==> src/rtl/load_store_unit.sv <==
// Load/store unit for the multicycle RISC-V core.
// Drives a word-addressed data memory; handles B/H/W with sub-word RMW stores.
module load_store_unit (
    input  logic        clk,
    input  logic        reset,
    input  logic        start,
    input  logic        is_store,
    input  logic [2:0]  funct3,
    input  logic [31:0] addr,
    input  logic [31:0] store_data,
    input  logic [31:0] mem_Read_Data,
    output logic [31:0] mem_A,
    output logic [31:0] mem_Write_Data,
    output logic        mem_Write_Enable,
    output logic        busy,
    output logic        done,
    output logic [31:0] load_data,
    output logic        fault
);

    localparam logic [2:0] S_IDLE = 3'd0;
    localparam logic [2:0] S_RD   = 3'd1;
    localparam logic [2:0] S_CAP  = 3'd2;
    localparam logic [2:0] S_WR   = 3'd3;
    localparam logic [2:0] S_DONE = 3'd4;

    localparam logic [2:0] F_B  = 3'b000;
    localparam logic [2:0] F_H  = 3'b001;
    localparam logic [2:0] F_W  = 3'b010;
    localparam logic [2:0] F_BU = 3'b100;
    localparam logic [2:0] F_HU = 3'b101;

    logic [2:0]  state_q, state_d;
    logic        is_store_q, is_store_d;
    logic [2:0]  funct3_q, funct3_d;
    logic [31:0] addr_q, addr_d;
    logic [31:0] store_data_q, store_data_d;
    logic [31:0] merge_q, merge_d;
    logic [31:0] load_data_q, load_data_d;
    logic        fault_q, fault_d;

    logic        req_illegal;
    logic        req_misaligned;
    logic        req_fault;
    logic        capture;

    logic [4:0]  byte_sh;
    logic [4:0]  half_sh;
    logic [31:0] rd_shifted;
    logic [7:0]  rd_byte;
    logic [15:0] rd_half;
    logic [31:0] load_ext;
    logic [31:0] store_merge;

    // Fault classification uses the live request so IDLE can branch directly.
    always_comb begin
        req_illegal = 1'b1;
        unique case (funct3)
            F_B, F_H, F_W: req_illegal = 1'b0;
            F_BU, F_HU:    req_illegal = is_store;
            default:       req_illegal = 1'b1;
        endcase
    end

    always_comb begin
        req_misaligned = 1'b0;
        if (funct3[1:0] == 2'b01) begin
            req_misaligned = addr[0];
        end else if (funct3 == F_W) begin
            req_misaligned = (addr[1:0] != 2'b00);
        end
    end

    assign req_fault = req_illegal | req_misaligned;
    assign capture   = (state_q == S_IDLE) && start;

    always_comb begin
        state_d = state_q;
        unique case (state_q)
            S_IDLE: begin
                if (start) begin
                    if (req_fault) begin
                        state_d = S_DONE;
                    end else if (is_store && funct3 == F_W) begin
                        state_d = S_WR;
                    end else begin
                        state_d = S_RD;
                    end
                end
            end
            S_RD:   state_d = S_CAP;
            S_CAP:  state_d = is_store_q ? S_WR : S_DONE;
            S_WR:   state_d = S_DONE;
            S_DONE: state_d = S_IDLE;
            default: state_d = S_IDLE;
        endcase
    end

    always_comb begin
        is_store_d   = is_store_q;
        funct3_d     = funct3_q;
        addr_d       = addr_q;
        store_data_d = store_data_q;
        fault_d      = fault_q;
        if (capture) begin
            is_store_d   = is_store;
            funct3_d     = funct3;
            addr_d       = addr;
            store_data_d = store_data;
            fault_d      = req_fault;
        end
    end

    assign byte_sh    = {addr_q[1:0], 3'b000};
    assign half_sh    = {addr_q[1], 4'b0000};
    assign rd_shifted = mem_Read_Data >> byte_sh;
    assign rd_byte    = rd_shifted[7:0];
    assign rd_half    = addr_q[1] ? mem_Read_Data[31:16]
                                  : mem_Read_Data[15:0];

    always_comb begin
        load_ext = mem_Read_Data;
        unique case (funct3_q)
            F_B:     load_ext = {{24{rd_byte[7]}}, rd_byte};
            F_BU:    load_ext = {24'h0, rd_byte};
            F_H:     load_ext = {{16{rd_half[15]}}, rd_half};
            F_HU:    load_ext = {16'h0, rd_half};
            default: load_ext = mem_Read_Data;
        endcase
    end

    // Replace only the addressed lane of the word just read back.
    always_comb begin
        store_merge = mem_Read_Data;
        if (funct3_q[1:0] == 2'b00) begin
            store_merge = (mem_Read_Data & ~(32'h0000_00FF << byte_sh))
                        | ({24'h0, store_data_q[7:0]} << byte_sh);
        end else if (funct3_q[1:0] == 2'b01) begin
            store_merge = (mem_Read_Data & ~(32'h0000_FFFF << half_sh))
                        | ({16'h0, store_data_q[15:0]} << half_sh);
        end
    end

    always_comb begin
        merge_d     = merge_q;
        load_data_d = load_data_q;
        if (state_q == S_CAP) begin
            if (is_store_q) begin
                merge_d = store_merge;
            end else begin
                load_data_d = load_ext;
            end
        end
    end

    always_ff @(posedge clk) begin
        if (reset) begin
            state_q      <= S_IDLE;
            is_store_q   <= 1'b0;
            funct3_q     <= 3'b000;
            addr_q       <= 32'h0;
            store_data_q <= 32'h0;
            merge_q      <= 32'h0;
            load_data_q  <= 32'h0;
            fault_q      <= 1'b0;
        end else begin
            state_q      <= state_d;
            is_store_q   <= is_store_d;
            funct3_q     <= funct3_d;
            addr_q       <= addr_d;
            store_data_q <= store_data_d;
            merge_q      <= merge_d;
            load_data_q  <= load_data_d;
            fault_q      <= fault_d;
        end
    end

    assign mem_A            = {addr_q[31:2], 2'b00};
    assign mem_Write_Enable = (state_q == S_WR);
    assign mem_Write_Data   = (state_q != S_WR) ? 32'h0
                            : (funct3_q == F_W) ? store_data_q
                            : merge_q;
    assign busy      = (state_q != S_IDLE);
    assign done      = (state_q == S_DONE);
    assign fault     = done & fault_q;
    assign load_data = load_data_q;

endmodule

==> config.mk <==
export PLATFORM = sky130hd
export DESIGN_NAME = load_store_unit
export DESIGN_NICKNAME = d
export VERILOG_FILES = /design/src/rtl/load_store_unit.sv
export SDC_FILE = /design/constraint.sdc
export NUM_CORES = 1
export LEC_CHECK = 0
export ABC_CLOCK_PERIOD_IN_PS = 1900
export BUFFER_PORTS_ARGS = -buffer_cell sky130_fd_sc_hd__buf_4
export CORE_MARGIN = 4
export CORE_UTILIZATION = 43
export CTS_CLUSTER_DIAMETER = 60
export DETAILED_ROUTE_END_ITERATION = 16
export PLACE_DENSITY_LB_ADDON = 0.1
export SLEW_MARGIN = 20
export SYNTH_ARGS = -nofsm -noshare
export SYNTH_HDL_FRONTEND = slang
export SYNTH_SLANG_ARGS = --single-unit
==> constraint.sdc <==
create_clock -name clk -period 1.9 [get_ports clk]
set_clock_uncertainty 0.2 [all_clocks]
set_input_delay 0 -clock clk [delete_from_list [all_inputs] [get_ports clk]]
set_output_delay 0 -clock clk [all_outputs]
set_load 0.01 [all_outputs]
Word level (Yosys, flattened, before mapping)
Cells that the tools add are included.
- flip-flop bits (word level): 136
- input port bits: 103
- output and inout port bits: 100
- logic and storage cells: 64
- equality and inequality tests: 16
- shifts and indexed selects: 5
- multiplexer cells: 14
- bitwise logic cells: 9
- reductions and logical operators: 12
- operators with widths (operator ; number):
    $mux 32 ; 4
    $pmux 32 s4 ; 1
    $and 32x32->32 ; 2
    $not 32->32 ; 2
    $or 32x32->32 ; 2
    $shl 16x5->32 ; 1
    $shl 16x5->32 const A ; 1
    $shl 8x5->32 ; 1
    $shl 8x5->32 const A ; 1
    $shr 32x5->8 ; 1
    $mux 16 ; 1
    $eq 3x3->1 const B ; 5
    $eq 3x2->1 const B ; 4
    $pmux 3 s4 ; 1
    $eq 3x1->1 const B ; 3
    $logic_not 3->1 ; 3
    $mux 3 ; 3
    $eq 2x1->1 const B ; 2
    $reduce_and 2->1 ; 2
    $ne 3x2->1 const B ; 1
    $reduce_bool 3->1 ; 1
    $reduce_or 3->1 ; 1
    $logic_and 1x1->1 ; 2
    $logic_not 2->1 ; 1
    other kinds (9) ; 10

Logic depth before layout (Yosys ltp)
Gate-level depths: netlist of the first run.
- depth after elaboration: 7
- mapped depth: 8
- depth with buffers taken out: 4

Least setup slack after synthesis of the first run
Ideal clock, no wire load.
- path kind: reg-to-reg
- from: reg addr_q[1]
- to: reg load_data_q[20], in the netlist load_data[20]
- setup time: 134 ps
- arrival: 1444 ps
- data required time: 1566 ps
- slack: 122 ps
- cell stages (with the launch flop): 7
- path buffers: 2
- clock period less this slack: 1778 ps
- cells stage by stage: dfxtp_1 > buf_6 > mux2_4 > mux2_4 > a21oi_4 > buf_6 > a211oi_1
- longest elaborated chain between the ends: 2
- elaborated cells on any way between the ends: 3
- those cells by class: shift (1); mux (2)
- RTL lines (element ; line ; RTL):
    start, declared ; 36 ; logic [31:0] addr_q, addr_d;
    start signal, assigned ; 170 ; addr_q <= addr_d;
    $shr 32x5->8 or $mux 16 (tied branches) ; 116, 118 ;
    $pmux 32 s4 * ; 123 ; unique case (funct3_q)
    end signal, assigned ; 173 ; load_data_q <= load_data_d;
    end, declared ; 39 ; logic [31:0] load_data_q, load_data_d;
Every way passes the cells marked *; elsewhere a longest branch is shown, timed or not.
A chain may end at the register's enable or synchronous reset.

Worst setup path after layout of the first run
- from: reg funct3_q[1]
- to: out mem_Write_Data[26]
- longest elaborated chain between the ends: 3
- RTL lines (element ; line ; RTL):
    start, declared ; 35 ; logic [2:0] funct3_q, funct3_d;
    start signal, assigned ; 169 ; funct3_q <= funct3_d;
    $eq 3x2->1 ; 181 ; : (funct3_q == F_W) ? store_data_q
    $mux 32 ; 181 ;
    $mux 32 ; 180 ; assign mem_Write_Data = (state_q != S_WR) ? 32'h0
    end, declared ; 13 ; output logic [31:0] mem_Write_Data,
No other way between the ends.

==> flow_summary.toml, run 1 <==
[die]
start_util = 0.440
core_area_um2 = 15200
fp-row-count = 45
die_w_um = 133
die_h_um = 133
io_pins = 203
fp.dieArea_um2 = 17600

[global_route]
track_usage = 0.276
grt_pass1_vias = 7312
overflow = 0
grt_max_degree = 60
grt_first_pass_wirelength_um = 38900
antenna_found_initial = 0

[final_layout]
nets = 1269
fill_cells = 1260
drive_gt1_frac = 0.314
instances_no_fill = 1367
register_area_um2 = 2740
area_delta_synth_final_pct = 56.2
fin_util = 0.688
diodes = 0
multi_input_area_um2 = 3620

[sta]
slew_viol_final = 0
max_freq_ghz = 0.522
setup_viol = 5
fin_crit_ns = 1.91
period_share = 1.01
holdWs_ns = 0.166
hold_viol = 0
rsz0062_at_grt = "yes"
slew_headroom = 0.599
tightest_slew_ns = 0.598
fin_tns_setup_ns = -0.0431
worst_slack_ns = -0.0145

[logic_synthesis]
synth_seq_cells = 136
synth-xor-area-share = 0
synthSimpleGateAreaFrac = 0.232
synth_area_um2 = 6700
yosysWarnings = 0
synth_top_family_by_area = "compound AO/OA/AOI/OAI gates"
avgSynthCellArea_um2 = 7.50
synth-adder-area-share = 0
synth_compound_area_frac = 0.239
synth_edf_count = 0
seq_area_frac_synth = 0.407
ys_types = 46
synthArstFlopShare = 0
netlist_instances = 893
ys.flop_type = "dfxtp_1"
synthMuxAreaShare = 0.0217

[worst_hold_path]
min_from = "store_data[10]"
hold_path_class = "primary input to flip-flop"
hold_end = "store_data_q[10]"
min_path_cells = 4

[placement]
io_buffers = 200
dpl.hpwl_um = 16200
dpl.cell_count = 1225
gp_congestion = 0.872

[status]
violations = "setup timing"
outcome = "complete, but fails checks"

[critical_path]
r2r_start = "addr_q[1]"
slowest_stage = "dfxtp_4"
startpoint_type = "flip-flop"
end_kind = "primary output"
setup.worst_path.class = "flip-flop to primary output"
worst-r2r-setup-slack_ns = 0.09
cpPeakStageDelay_ns = 0.40
critical_path_arrival_ns = 1.71
reg2reg_depth = 5
cp.required_ns = 1.70
worstPathCellList = "buf_6, and2_4, buf_8, nand2_1, a21oi_2, buf_4"
path_max_fanout = 14
timing.rr.end = "load_data[24]"

[job]
drv_cap = 0

[pwr]
irDropWorstVdd_uv = 650
p_leak_nw = 4.38
p_per_area_nw_per_um2 = 766
p_total_mw = 8.01

[cts]
clkLatencyLatePin_ns = 0.43
clock_tree.buffer_depth = 2
cts_buffers = 17
cts_num_sinks = 136
cts_tree = "done"
h-tree-depth = 4
clk_pin_slew_worst_paths_ns = 0.06
cts-root-buf = "clkbuf_16"

[route]
wl_per_cell_um = 18.1
drtAntennaViolNets = 0
routed-via-count = 7456
wirelength_um = 24800
drtIter0Drc = 678
routed_via_density = 5.45
drc = 0
firstDrtPassIters = 6
where the power goes:
| part | internal, mW | total [mW] | switching, mW |
|---|---|---|---|
| logic | 0.745 | 1.51 | 0.768 |
| clock network | 2.13 | 3.39 | 1.25 |
| registers | 2.98 | 3.11 | 0.123 |
| total | 5.86 | 8.01 | 2.14 |
Yosys cell counts (2+ instances only):
cell type	number	area (um^2)
a211oi_1	46	345
a21oi_1	113	566
a221oi_1	8	70.1
a22o_1	15	131
a22oi_1	15	113
a311oi_1	16	140
a31oi_1	2	12.5
and2_1	4	25.0
and3_1	6	37.5
buf_1	2	7.51
buf_2	24	120
buf_4	39	293
buf_6	3	33.8
clkbuf_1	40	150
dfxtp_1	136	2720
inv_1	17	63.8
mux2_2	2	22.5
mux2_4	2	30.0
mux2i_1	7	70.1
nand2_1	252	946
nand2b_1	5	31.3
nand3_1	16	80.1
nand3b_1	2	15.0
nor2_1	68	255
nor3_1	8	40.0
nor3b_1	2	15.0
nor3b_2	2	25.0
o21ai_0	3	15.0
o22a_1	7	61.3
o22ai_1	14	87.6
or3_1	2	12.5
worst max-delay path by stage:
stage / start / endpoint / slack (ns) / cells after the start
after floorplan: addr_q[1] / load_data[20] / 0.12 / 6
after global placement: addr_q[1] / merge_q[8] / -0.09 / 4
after detailed placement: addr_q[1] / merge_q[8] / -0.14 / 4
after CTS: funct3_q[0] / mem_Write_Data[15] / -0.05 / 8
after global routing: funct3_q[1] / mem_Write_Data[26] / -0.1 / 6
final: funct3_q[1] / mem_Write_Data[26] / -0.01 / 6
routing by layer:
metal,up-vias,track usage,share of wire
met3,52,0.0757,0.080
li1,3600,-,-
met5,-,0,0
met4,0,0.103,0.030
met1,3476,0.353,0.42
met2,328,0.444,0.47
critical path: cells and delay by family (launching register included):
family,cells,cell delay [ns]
buffers and inverters,3,0.43
and+or+nand+nor,2,0.31
DFF,1,0.40
AOI/OAI and AO/OA,1,0.14
area by class of cell:
cell class	instances	share of cell area
clock buffer	25	0.0493
clock inverter	7	0.00849
inverter	17	0.00610
multi-input combinational	633	0.346
sequential	136	0.262
tap	188	0.0225
timing repair buffer	361	0.306
logic make-up after synthesis:
kind of cell / after synthesis
other: 1
muxes: 12
AOI/OAI and AO/OA: 245
and+or+nand+nor: 374
buffers and inverters: 125
DFF: 136
registers in the layout, indices dropped and copies added (netlist names):
register      cells
fault_q           1
is_store_q        1
addr_q           32
load_data        32
funct3_q          3
store_data_q     32
merge_q          32
state_q           3
cells in the final DEF (no fill, tap or decap), drive strengths merged, types with 2 or more instances in the layout:
cell and count:
o21ai 3, nor3b 4, inv 17, and3 6
buf 257, nand3b 2, a221oi 8, o22a 7
clkbuf 27, bufinv 2, o22ai 14, nand2b 5
a22oi 15, nand2 252, mux2i 7, a31oi 2
dfxtp 136, nor3 9, dlygate4sd3 102, clkinv 5
a22o 15, or3 2, conb 2, mux2 4
nand3 16, and2 4, a21oi 114, a211oi 46
nor2 68, a311oi 16
repair_timing:
action / CTS / global route
pin swaps: 7 / 24
buffers inserted: 5 / 1
hold buffers: 102 / 0
setup endpoints to repair: 63 / 70
gates cloned: 2 / 2
gates resized for setup: 31 / 74
endpoints found under the hold margin: 136 / 0
per-stage QoR:
stage                     setup WS (ns)  cell area, um^2
after floorplan                   0.122             6700
after global placement          -0.0893             8360
after detailed placement         -0.137             8360
after CTS                       -0.0547            10200
after global routing            -0.0970            10500
final                           -0.0145            10500
Power figures use the tool's default switching activity.
==> run 2: changes to the inputs <==
Settings changed: ABC_CLOCK_PERIOD_IN_PS 1900 to 1600, PLACE_DENSITY set to 0.69, PLACE_DENSITY_LB_ADDON 0.1 to not set.
Clock period 1.9 ns to 1.6 ns, I/O delays scaled along.
==> run 2 against run 1 <==
Effect of this change: the run still ends with setup timing left; clock power grew 23%; routed wire length up 33%; cell area rose by 15%; first-iteration DRC count grew 73%; sequential power increased by 19%; sequential share of layout area decreased by 3.3 points; cell count grew 4.3%; global-route usage rose by 1.5 points; via count rose by 15%; worst setup slack got worse by 0.29 ns; critical endpoint is now mem_Write_Data[27].
==> flow_summary.toml, run 2 (synthesized netlist as in run 1, its figures left out) <==
[route]
routed-via-count = 8587
drc = 0
wirelength_um = 32800
wl_per_cell_um = 23.0
drtAntennaViolNets = 0
firstDrtPassIters = 8
drtIter0Drc = 1173
routed_via_density = 6.02

[job]
drv_cap = 0

[die]
fp-row-count = 45
fp.dieArea_um2 = 17600
die_h_um = 133
io_pins = 203
start_util = 0.440
core_area_um2 = 15200
die_w_um = 133

[global_route]
overflow = 0
track_usage = 0.291
grt_first_pass_wirelength_um = 41400
antenna_found_initial = 0
grt_max_degree = 88
grt_pass1_vias = 7740

[placement]
place_area_um2 = 8560
gp_congestion = 0.914
dpl.cell_count = 1245
io_buffers = 200
dpl.hpwl_um = 16200

[final_layout]
drive_gt1_frac = 0.453
layout_commonest_cell = "buf_4"
nets = 1328
area_delta_synth_final_pct = 79.4
diodes = 0
final_cell_mix = "buf_4 (257), nand2_1 (189), dfxtp_1 (128)"
fill_cells = 916
instances_no_fill = 1426
stdcell_area_um2 = 12000

[cts]
clk_pin_slew_worst_paths_ns = 0.06
clkLatencyLatePin_ns = 0.43
clock_tree.buffer_depth = 2
cts_tree = "done"
cts_buffers = 17
cts_num_sinks = 136
cts-root-buf = "clkbuf_16"
h-tree-depth = 4

[sta]
slew_viol_final = 0
period_share = 1.19
hold_viol = 0
slew_headroom = 0.649
rsz0062_at_grt = "yes"
max_freq_ghz = 0.526
fin_crit_ns = 1.90
tightest_slew_ns = 0.526
setup_viol = 166
worst_slack_ns = -0.301

[pwr]
p_switching_mw = 3.06
comb_power_share = 0.245
p_leak_nw = 4.97
p_total_mw = 10.4
seq_power_share = 0.355
irDropWorstVdd_uv = 758
pwr-share-clk = 0.400
switching_share = 0.293
p_per_area_nw_per_um2 = 869
p_int_mw = 7.38

[critical_path]
cp.required_ns = 1.40
setup.worst_path.class = "flip-flop to primary output"
critical_path_arrival_ns = 1.70
path_max_fanout = 5
r2r_start = "addr_q[1]"
startpoint_type = "flip-flop"
cp-startpoint = "funct3_q[0]"
end_kind = "primary output"

[status]
violations = "setup timing"
outcome = "complete, but fails checks"

[worst_hold_path]
min_from = "mem_Read_Data[15]"
hold_path_class = "primary input to flip-flop"
-- run 2: final cells by class --
type	instances	area (um^2)	area share
Clock buffer	20	467	0.0389
Sequential cell	136	2750	0.229
Timing Repair Buffer	419	4050	0.337
Inverter	17	66.3	0.00552
Tap cell	188	235	0.0196
Clock inverter	12	149	0.0124
Multi-Input combinational cell	634	4300	0.358
-- run 2: worst paths after layout --
check | to | slack [ns] | depth (start not counted)
worst max register to register | load_data[27] | -0.22 | 5
worst min-delay path | load_data[7] | 0.12 | 5
worst max-delay path | mem_Write_Data[27] | -0.30 | 7
worst min register to register | addr_q[14] | 0.26 | 2
-- run 2: power by group through the flow --
stage          clock (mW)  combinational (mW)  sequential [mW]
2_1_floorplan           0               0.884             3.70
3_3_place_gp            0                1.50             3.73
3_5_place_dp            0                1.51             3.73
4_1_cts              4.11                1.89             3.66
5_1_grt              4.30                2.66             3.72
6_report             4.17                2.56             3.71
-- run 2: layer usage --
metal	track usage	vias up	wire length, um
met5	0	-	0
met4	0.136	0	1740
met3	0.0738	149	3380
met2	0.461	672	15700
met1	0.371	4047	12000
li1	-	3719	-
-- run 2: through the flow --
step                      TNS, ns  setup slack, ns  utilization  hold WS [ns]
after global routing       -31.21           -0.351        0.790         0.145
after global placement      -5.93           -0.190        0.563        0.0464
final                      -22.98           -0.301        0.790         0.118
after detailed placement    -7.88           -0.228        0.563        0.0543
after CTS                  -12.11           -0.235        0.717        0.0998
after floorplan             -1.37           -0.127            -       -0.0715
-- run 2: critical path, stage by stage (launching register included) --
cell	delay, ns
dfxtp_4	0.35
nor2_4	0.10
and2_4	0.21
buf_12	0.12
buf_16	0.13
nand2_4	0.05
a21oi_2	0.15
buf_4	0.15
-- run 2: timing repair --
action,in CTS,in global routing
endpoints found under the hold margin,136,0
pin swaps,41,82
setup endpoints to repair,129,165
setup buffers,11,14
hold buffers,103,0
gates cloned,7,17
gates resized for setup,114,183
==> run 3: changes to the inputs <==
Settings changed: ABC_CLOCK_PERIOD_IN_PS 1600 to 2300, PLACE_DENSITY 0.69 to 0.67, SKIP_CTS_REPAIR_TIMING set to 1.
Clock period 1.6 ns to 2.3 ns, I/O delays scaled along.
==> run 3 against run 2 <==
Effect of this change: the flow now finishes without violations; worst hold slack lost 0.097 ns; cell count decreased by 6.3%; count of clock-buffer cells in the layout rose by 1; utilization shrank 15 points; first-iteration DRC count down 44%; sequential power is 31% lower; critical path depth shrank 1; flip-flop and latch count unchanged; routed wire length decreased by 30%; clock power down 32%; combinational power fell by 57%; register-to-register slack better by 0.49 ns; critical endpoint is now mem_Write_Data[8].
==> flow_summary.toml, run 3 (synthesized netlist as in run 1, its figures left out) <==
[die]
die_w_um = 133
start_util = 0.440
die_h_um = 133
fp.dieArea_um2 = 17600
core_area_um2 = 15200
fp-row-count = 45
io_pins = 203

[critical_path]
slowest_stage = "dfxtp_1"
critical_path_arrival_ns = 1.93
path_max_fanout = 22
setup.worst_path.class = "flip-flop to primary output"
startpoint_type = "flip-flop"
worst-r2r-setup-slack_ns = 0.27
crit_buf_inv = 2
worstPathCellList = "nor2_1, nand2_1, buf_4, nand2_1, a21oi_1, buf_4"
end_kind = "primary output"
cpPeakStageDelay_ns = 0.58
cp.required_ns = 2.10
critical_path.top_delay_family = "flip-flops"

[cts]
cts_num_sinks = 136
clock_tree.buffer_depth = 2
clk_pin_slew_worst_paths_ns = 0.05
clkLatencyLatePin_ns = 0.43
cts_buffers = 17
cts-root-buf = "clkbuf_16"
h-tree-depth = 4
cts_tree = "done"

[sta]
setup_viol = 0
fin_crit_ns = 2.13
holdWs_ns = 0.0209
hold_viol = 0
slew_viol_final = 0
period_share = 0.924
fin_tns_setup_ns = 0
max_freq_ghz = 0.470
tightest_slew_ns = 0.899
slew_headroom = 0.401
rsz0062_at_grt = "no"

[final_layout]
area_delta_synth_final_pct = 45.7
final_cell_mix = "nand2_1 (251), buf_4 (223), dfxtp_1 (136)"
nets = 1238
diodes = 0
stdcell_area_um2 = 9760
drive_gt1_frac = 0.239
layout_commonest_cell = "nand2_1"

[route]
drtAntennaViolNets = 0
wl_per_cell_um = 17.1
drc = 0
wirelength_um = 22900
drtIter0Drc = 659
routed-via-count = 7207
routed_via_density = 5.39
firstDrtPassIters = 5

[placement]
place_area_um2 = 8130
dpl.hpwl_um = 15200
gp_congestion = 0.861
io_buffers = 200

[job]
drv_cap = 0

[global_route]
track_usage = 0.236
grt_max_degree = 81
grt_first_pass_wirelength_um = 33600
antenna_found_initial = 0
grt_pass1_vias = 6239
overflow = 0

[status]
outcome = "complete, no violations"

[pwr]
irDropWorstVdd_uv = 508
p_leak_nw = 3.95
p_per_area_nw_per_um2 = 665

[worst_hold_path]
hold_path_class = "primary input to flip-flop"
## run 3: cell types whose count changed in the layout (fill, tap and decap cells not counted), moves of 36 or more
cell,previous run,this run
a21oi_1,51,113
a21oi_2,61,0
a211oi_2,38,0
nand2_4,36,0
nand2_1,189,251
a211oi_1,8,46
## run 3: worst paths after layout
| path | end | startpoint | depth (start not counted) |
|---|---|---|---|
| setup / recovery | mem_Write_Data[8] | funct3_q[0] | 6 |
| setup reg to reg | load_data[20] | addr_q[1] | 4 |
| hold / removal | merge_q[30] | reset | 2 |
| hold reg to reg | addr_q[24] | addr_q[24] | 2 |
## run 3: routing by layer
layer | vias up | global-route usage | share of wire | wire length [um]
met2 | 292 | 0.354 | 0.47 | 10700
met4 | 0 | 0.0716 | 0.018 | 415
met1 | 3358 | 0.322 | 0.43 | 9920
met5 | - | 0 | 0 | 0
met3 | 31 | 0.0810 | 0.081 | 1870
li1 | 3526 | - | - | -
## run 3: cell type report
type | count | area (um^2)
timing repair buffer | 330 | 2810
inverter | 17 | 63.8
sequential | 136 | 2720
clock inverter | 11 | 146
fill | 1346 | 5450
tap | 188 | 235
multi-input combinational | 633 | 3310
clock buffer | 21 | 470
## run 3: through the flow
stage | worst slack (ns) | util | cells | power, mW
after floorplan | 0.522 | - | 894 | 3.17
after global routing | 0.0117 | 0.642 | 1336 | 6.75
after detailed placement | 0.311 | 0.535 | 1203 | 3.56
final | 0.174 | 0.642 | 1336 | 6.49
after global placement | 0.319 | 0.535 | 1203 | 3.55
after CTS | 0.167 | 0.575 | 1235 | 6.38
## run 3: power by group
part / switching [mW] / internal (mW)
sequential: 0.0933 / 2.46
combinational: 0.570 / 0.538
clock: 1.04 / 1.79
